--- src/rtl/signed_int_to_float_seq.sv ---
// Sequential 32-bit two's-complement integer to IEEE-754 single converter.
// Normalizes by up to SHIFT_STEP bits per cycle (1, 2, 4 or 8), then rounds to nearest even.
module signed_int_to_float_seq #(
  parameter int SHIFT_STEP = 1
) (
  input  logic        clk,
  input  logic        rst,
  input  logic        in_valid,
  output logic        in_ready,
  input  logic [31:0] signed_int_val,
  output logic        out_valid,
  input  logic        out_ready,
  output logic [31:0] FP_val
);

  localparam logic [7:0] EXP_TOP = 8'd158;
  localparam logic [7:0] STEP_E  = 8'(SHIFT_STEP);

  typedef enum logic [1:0] {IDLE, NORM, ROUND, DONE} state_t;

  state_t             state_q;
  logic               in_ready_q;
  logic               out_valid_q;
  logic [31:0]        fp_q;
  logic               sign_q;
  logic [31:0]        mag_q;
  logic [7:0]         exp_q;

  logic signed [31:0] op_s;
  logic [31:0]        abs_d;
  logic [31:0]        mag_d;
  logic [7:0]         exp_d;
  logic [30:0]        rnd_d;

  // Wrapping negate: -(-2^31) stays 0x80000000, which is the correct unsigned magnitude.
  function automatic logic [31:0] abs_val(input logic signed [31:0] v);
    logic signed [31:0] neg;
    neg = -v;
    return v[31] ? neg : v;
  endfunction

  // mag carries the hidden one in bit 31; returns {exp, mant} after round-to-nearest-even.
  function automatic logic [30:0] round_rne(input logic [30:0] mag, input logic [7:0] exp);
    logic [22:0] mant;
    logic        g;
    logic        s;
    logic        up;
    logic [23:0] sum;
    mant = mag[30:8];
    g    = mag[7];
    s    = |mag[6:0];
    up   = g & (s | mant[0]);
    sum  = {1'b0, mant} + {23'd0, up};
    if (sum[23]) return {exp + 8'd1, 23'd0};
    return {exp, sum[22:0]};
  endfunction

  always_comb begin
    op_s  = signed_int_val;
    abs_d = abs_val(op_s);
    mag_d = mag_q << 1;
    exp_d = exp_q - 8'd1;
    if (mag_q[31 -: SHIFT_STEP] == '0) begin
      mag_d = mag_q << SHIFT_STEP;
      exp_d = exp_q - STEP_E;
    end
    rnd_d = round_rne(mag_q[30:0], exp_q);
  end

  // Operand registers carry no reset: they are always loaded on accept before use.
  always_ff @(posedge clk) begin
    if (rst) begin
      state_q     <= IDLE;
      in_ready_q  <= 1'b1;
      out_valid_q <= 1'b0;
      fp_q        <= '0;
    end else begin
      unique case (state_q)
        IDLE: begin
          if (in_valid) begin
            sign_q     <= op_s[31];
            mag_q      <= abs_d;
            exp_q      <= EXP_TOP;
            in_ready_q <= 1'b0;
            if (op_s == '0) begin
              fp_q        <= '0;
              out_valid_q <= 1'b1;
              state_q     <= DONE;
            end else begin
              state_q <= NORM;
            end
          end
        end
        NORM: begin
          if (mag_q[31]) begin
            state_q <= ROUND;
          end else begin
            mag_q <= mag_d;
            exp_q <= exp_d;
          end
        end
        ROUND: begin
          fp_q        <= {sign_q, rnd_d};
          out_valid_q <= 1'b1;
          state_q     <= DONE;
        end
        DONE: begin
          if (out_ready) begin
            out_valid_q <= 1'b0;
            in_ready_q  <= 1'b1;
            state_q     <= IDLE;
          end
        end
        default: state_q <= IDLE;
      endcase
    end
  end

  assign in_ready  = in_ready_q;
  assign out_valid = out_valid_q;
  assign FP_val    = fp_q;

endmodule

--- config.mk ---
export PLATFORM = sky130hd
export DESIGN_NAME = signed_int_to_float_seq
export DESIGN_NICKNAME = d
export VERILOG_FILES = /design/src/rtl/signed_int_to_float_seq.sv
export SDC_FILE = /design/constraint.sdc
export NUM_CORES = 1
export LEC_CHECK = 0
export CORE_MARGIN = 10
export CORE_UTILIZATION = 25
export DETAILED_ROUTE_END_ITERATION = 10
export GPL_ROUTABILITY_DRIVEN = 0
export PLACE_DENSITY_LB_ADDON = 0.25
export SETUP_SLACK_MARGIN = 0.4
export SYNTH_ARGS = -nofsm -noshare
export SYNTH_HDL_FRONTEND = slang
export SYNTH_SLANG_ARGS = --single-unit
--- constraint.sdc ---
create_clock -name clk -period 6.5 [get_ports clk]
set_clock_uncertainty 0.15 [all_clocks]
set_input_delay 1.625 -clock clk [delete_from_list [all_inputs] [get_ports clk]]
set_output_delay 1.625 -clock clk [all_outputs]
set_load 0.005 [all_outputs]
==> implementation parameters <==
Parameter                              Value

Yosys
  Post-Synthesis Net Count ... between 500 and 600
  Cell type contributing the most total cell area after synthesis ... sky130_fd_sc_hd__edfxtp_1
  Seq/Total Area, Yosys ... 0.435
  Flip-flop and latch count after synthesis ... 77
  Most common cell in the netlist ... sky130_fd_sc_hd__nand2_1
  Count of unique library cells instantiated by Yosys ... 60
  Most frequently used flop master after synthesis ... sky130_fd_sc_hd__edfxtp_1
  Total of warnings raised by yosys ... 0
  Post-synthesis async set-or-reset flop share ... 0
  Number of flops mapped to enable cells by yosys ... just over 40
  Synthesized instance count ... 474
  Share of the synthesized area in the top cell type ... 0.275
  Average cell area after synthesis ... between 9 and 10 um^2
  Cell types occupying the most area after synthesis ... sky130_fd_sc_hd__edfxtp_1 (27%), sky130_fd_sc_hd__dfxtp_1 (16%), sky130_fd_sc_hd__xor2_1 (8.8%), sky130_fd_sc_hd__nand2_1 (5.7%), sky130_fd_sc_hd__o31ai_1 (4.2%)
  Mapped cell area ... roughly 0.0045 mm^2
  Ranking of synthesized cells by instance count ... sky130_fd_sc_hd__nand2_1 (68), sky130_fd_sc_hd__xor2_1 (45), sky130_fd_sc_hd__edfxtp_1 (41)

Floorplanning
  Horizontal die dimension ... between 150 and 200 um
  I/O pin count ... 70
  Die footprint ... approximately 0.024 mm^2
  Die span in y ... roughly 150 um
  Area inside the core boundary ... between 0.015 and 0.02 mm^2
  Floorplan row count ... 48
  Starting density of the core ... 0.257

Power and ir drop
  Sequential Power Share ... 0.436
  Static leakage ... 1.86 nW
  IR Drop Worst-Case VDD ... around 0.15 mV
  Net switching power ... 0.000577 W
  Total power per unit cell area ... ~300 mW/mm^2
  Sw Ratio ... 0.338
  Clock network fraction of total power ... 0.298
  Part of the total power dissipated in combinational logic ... 0.265
  Internal Power ... 0.00113 W

Timing
  Final hold viol count ... 0
  RSZ-0062 raised after global routing ... false
  Maximum clock frequency ... approximately 240 MHz
  Max-Slew Margin vs Limit ... 0.559
  Final setup violating endpoints ... 0
  Period Utilization, post-route ... 0.636
  Actual slew at the worst max-slew pin ... 662 ps
  Final worst path period need ... roughly 4100 ps
  Max Slew Vio Count ... 0
  Total Neg Setup Slack ... 0 ps

Clocking
  Clock tree from TritonCTS ... done
  Root buffer cell ... sky130_fd_sc_hd__clkbuf_16
  Clock Path Buffers ... 2
  Hold-fix buffer count after cts ... 0
  Clock-pin slew reported for the worst setup and hold paths after clock tree synthesis ... approximately 60 ps
  Number of gates resized after CTS ... 0
  Number of buffers added by the clock tree synthesis step ... 9
  Buffers inserted by post-CTS timing repair ... 0
  Total number of H-tree levels ... 3
  Number of sinks handled by clock tree synthesis ... a little under 80
  Clock network latency to the later pin of the worst-skew pair ... between 300 and 400 ps

Drt
  Routed WL ... between 10000 and 15000 um
  DR vias ... approximately 3600
  Number of vias per cell ... about 4.8
  Number of routed nets with antenna violations ... 0
  DRC marker count from the first detailed-route iteration ... around 270
  Routed wire per std cell ... 16.0 um
  DR DRC count ... 0
  Drt first pass iters ... 4

Place
  Count of port buffers added during placement ... 69
  Cell Area, Placed ... ~0.0054 mm^2
  DP Wirelength ... about 9500 um
  Number of cells after detailed placement ... about 750

Critical path
  Required time of the worst setup path ... 6430 ps
  Endpoint class of the critical path ... register
  Sort of element at the start of the critical path ... input port
  Worst-path fanout max ... 5
  Category of the most critical setup path ... input port to register
  Worst path arrival time ... around 4100 ps

Layout
  Post-Layout Cell Count ... 763
  Final antenna diode count ... 0
  Net count of the finished layout ... between 500 and 600
  Area Growth Syn to Fin ... 26.6%
  Ratio of cells with drive above 1 in the final layout ... 0.0688
  Final std cell area, no fill ... ~0.0057 mm^2
  Multi-input combinational cell area ... around 0.0024 mm^2
  FILL cells ... roughly 1800
  Sequential cell area in the final layout ... between 0.0015 and 0.002 mm^2

Job
  Max-capacitance violation count ... 0

Hold path
  Hold Crit Class ... register to register

Global route
  Global routing usage summed across all routing layers ... 0.103
  Antenna violations before repair ... 0
  Number of global-route vias before repair ... 3715
  Maximum number of pins on one net before global-route repair ... between 50 and 60
  Sum of overflow across all layers after global routing ... 0
  Global-route wire length before repair ... ~20000 um

Run status
  Run status ... finished, final reports clean
[power by group through the flow]
stage / Clock (W) / Combinational [W] / Sequential, W
finish: 0.000509 / 0.000454 / 0.000746
global route: 0.000544 / 0.000508 / 0.000760
CTS: 0.000524 / 0.000459 / 0.000747
detailed placement: 0 / 0.000457 / 0.000757
global placement: 0 / 0.000449 / 0.000753
floorplan: 0 / 0.000318 / 0.000722
[layout make-up]
class	instances	area share
sequential	77	0.344
clock inverter	4	0.00419
inverter	11	0.00727
multi-input combinational	360	0.418
tap	225	0.0496
clock buffer	12	0.0491
timing repair buffer	74	0.128
[worst max-delay path, cell delays in order]
cell and delay [ps]:
sky130_fd_sc_hd__clkdlybuf4s50_1 430, sky130_fd_sc_hd__inv_1 90, sky130_fd_sc_hd__ha_1 160, sky130_fd_sc_hd__or3b_2 520, sky130_fd_sc_hd__nor4_4 440, sky130_fd_sc_hd__nand3_1 240
sky130_fd_sc_hd__o41ai_2 290, sky130_fd_sc_hd__xor2_1 190, sky130_fd_sc_hd__o21ai_1 70
[registers in the layout, indices dropped and copies added (netlist names)]
name and flops:
exp_q 8, sign_q 1, state_q 2, FP_val 32
mag_q 32, in_ready 1, out_valid 1
[path summary, 6_finish.rpt]
path | cells after the start | start | endpoint | slack, ps
max | 9 | signed_int_val[0] | mag_q[30] | 2370
min | 2 | FP_val[17] | FP_val[17] | 300
max reg2reg | 8 | state_q[1] | FP_val[16] | 3590
min reg2reg | 2 | FP_val[17] | FP_val[17] | 300
[cells by family (layout without fill, tap and decap cells)]
kind of cell / after synthesis / in the layout / synth area share
simple gates: 190 / 190 / 0.232
compound gates: 98 / 98 / 0.147
flops: 77 / 77 / 0.435
xor+xnor: 61 / 61 / 0.119
buf+inv: 37 / 101 / 0.0379
fa+ha+maj: 8 / 8 / 0.0223
mux: 3 / 3 / 0.00670
[per-stage QoR]
stage	setup WS [ps]	hold slack [ps]	utilization	power, W
6_report	2370	302	0.326	0.00171
5_1_grt	2160	323	0.326	0.00181
4_1_cts	2380	305	0.326	0.00173
3_5_place_dp	2010	297	0.309	0.00121
3_3_place_gp	2070	295	0.309	0.00120
2_1_floorplan	1030	298	-	0.00104
[cell usage in the layout (no fill, tap or decap), types with 2 or more instances in the layout]
cell type                         netlist  final
sky130_fd_sc_hd__xor2_1                45     45
sky130_fd_sc_hd__nor3b_1                2      2
sky130_fd_sc_hd__o41ai_1                3      3
sky130_fd_sc_hd__clkbuf_16              0     11
sky130_fd_sc_hd__nand2_1               68     68
sky130_fd_sc_hd__o21ai_0               23     23
sky130_fd_sc_hd__nor3_1                 7      7
sky130_fd_sc_hd__clkdlybuf4s50_1        0     69
sky130_fd_sc_hd__nand4_1               13     13
sky130_fd_sc_hd__nor2b_1                3      3
sky130_fd_sc_hd__or3_1                  3      3
sky130_fd_sc_hd__mux2i_1                3      3
sky130_fd_sc_hd__nor2_1                18     18
sky130_fd_sc_hd__a21oi_1               14     14
sky130_fd_sc_hd__nand3b_1              15     15
sky130_fd_sc_hd__nor4_1                 5      5
sky130_fd_sc_hd__edfxtp_1              41     41
sky130_fd_sc_hd__inv_1                 11     11
sky130_fd_sc_hd__or4_4                  3      3
sky130_fd_sc_hd__a22o_1                 3      3
sky130_fd_sc_hd__or2_2                  2      2
sky130_fd_sc_hd__inv_4                  0      3
sky130_fd_sc_hd__nand2b_1               5      5
sky130_fd_sc_hd__o31ai_1               25     25
sky130_fd_sc_hd__o21ai_1                2      2
sky130_fd_sc_hd__o22ai_1               10     10
sky130_fd_sc_hd__xnor2_1               16     16
sky130_fd_sc_hd__nand3_1               20     20
sky130_fd_sc_hd__o2bb2ai_1              6      6
sky130_fd_sc_hd__or4_1                  3      3
sky130_fd_sc_hd__a211oi_1               3      3
sky130_fd_sc_hd__dfxtp_1               36     36
sky130_fd_sc_hd__ha_1                   8      8
sky130_fd_sc_hd__buf_4                  1      5
sky130_fd_sc_hd__and2_1                 4      4
sky130_fd_sc_hd__and3_1                 5      5
[layer usage]
| metal | GRT usage | share of wire |
|---|---|---|
| met5 | 0 | 0 |
| met4 | 0.0405 | 0.014 |
| met2 | 0.152 | 0.43 |
| met1 | 0.138 | 0.51 |
| met3 | 0.0310 | 0.054 |
Power figures use the tool's default switching activity.
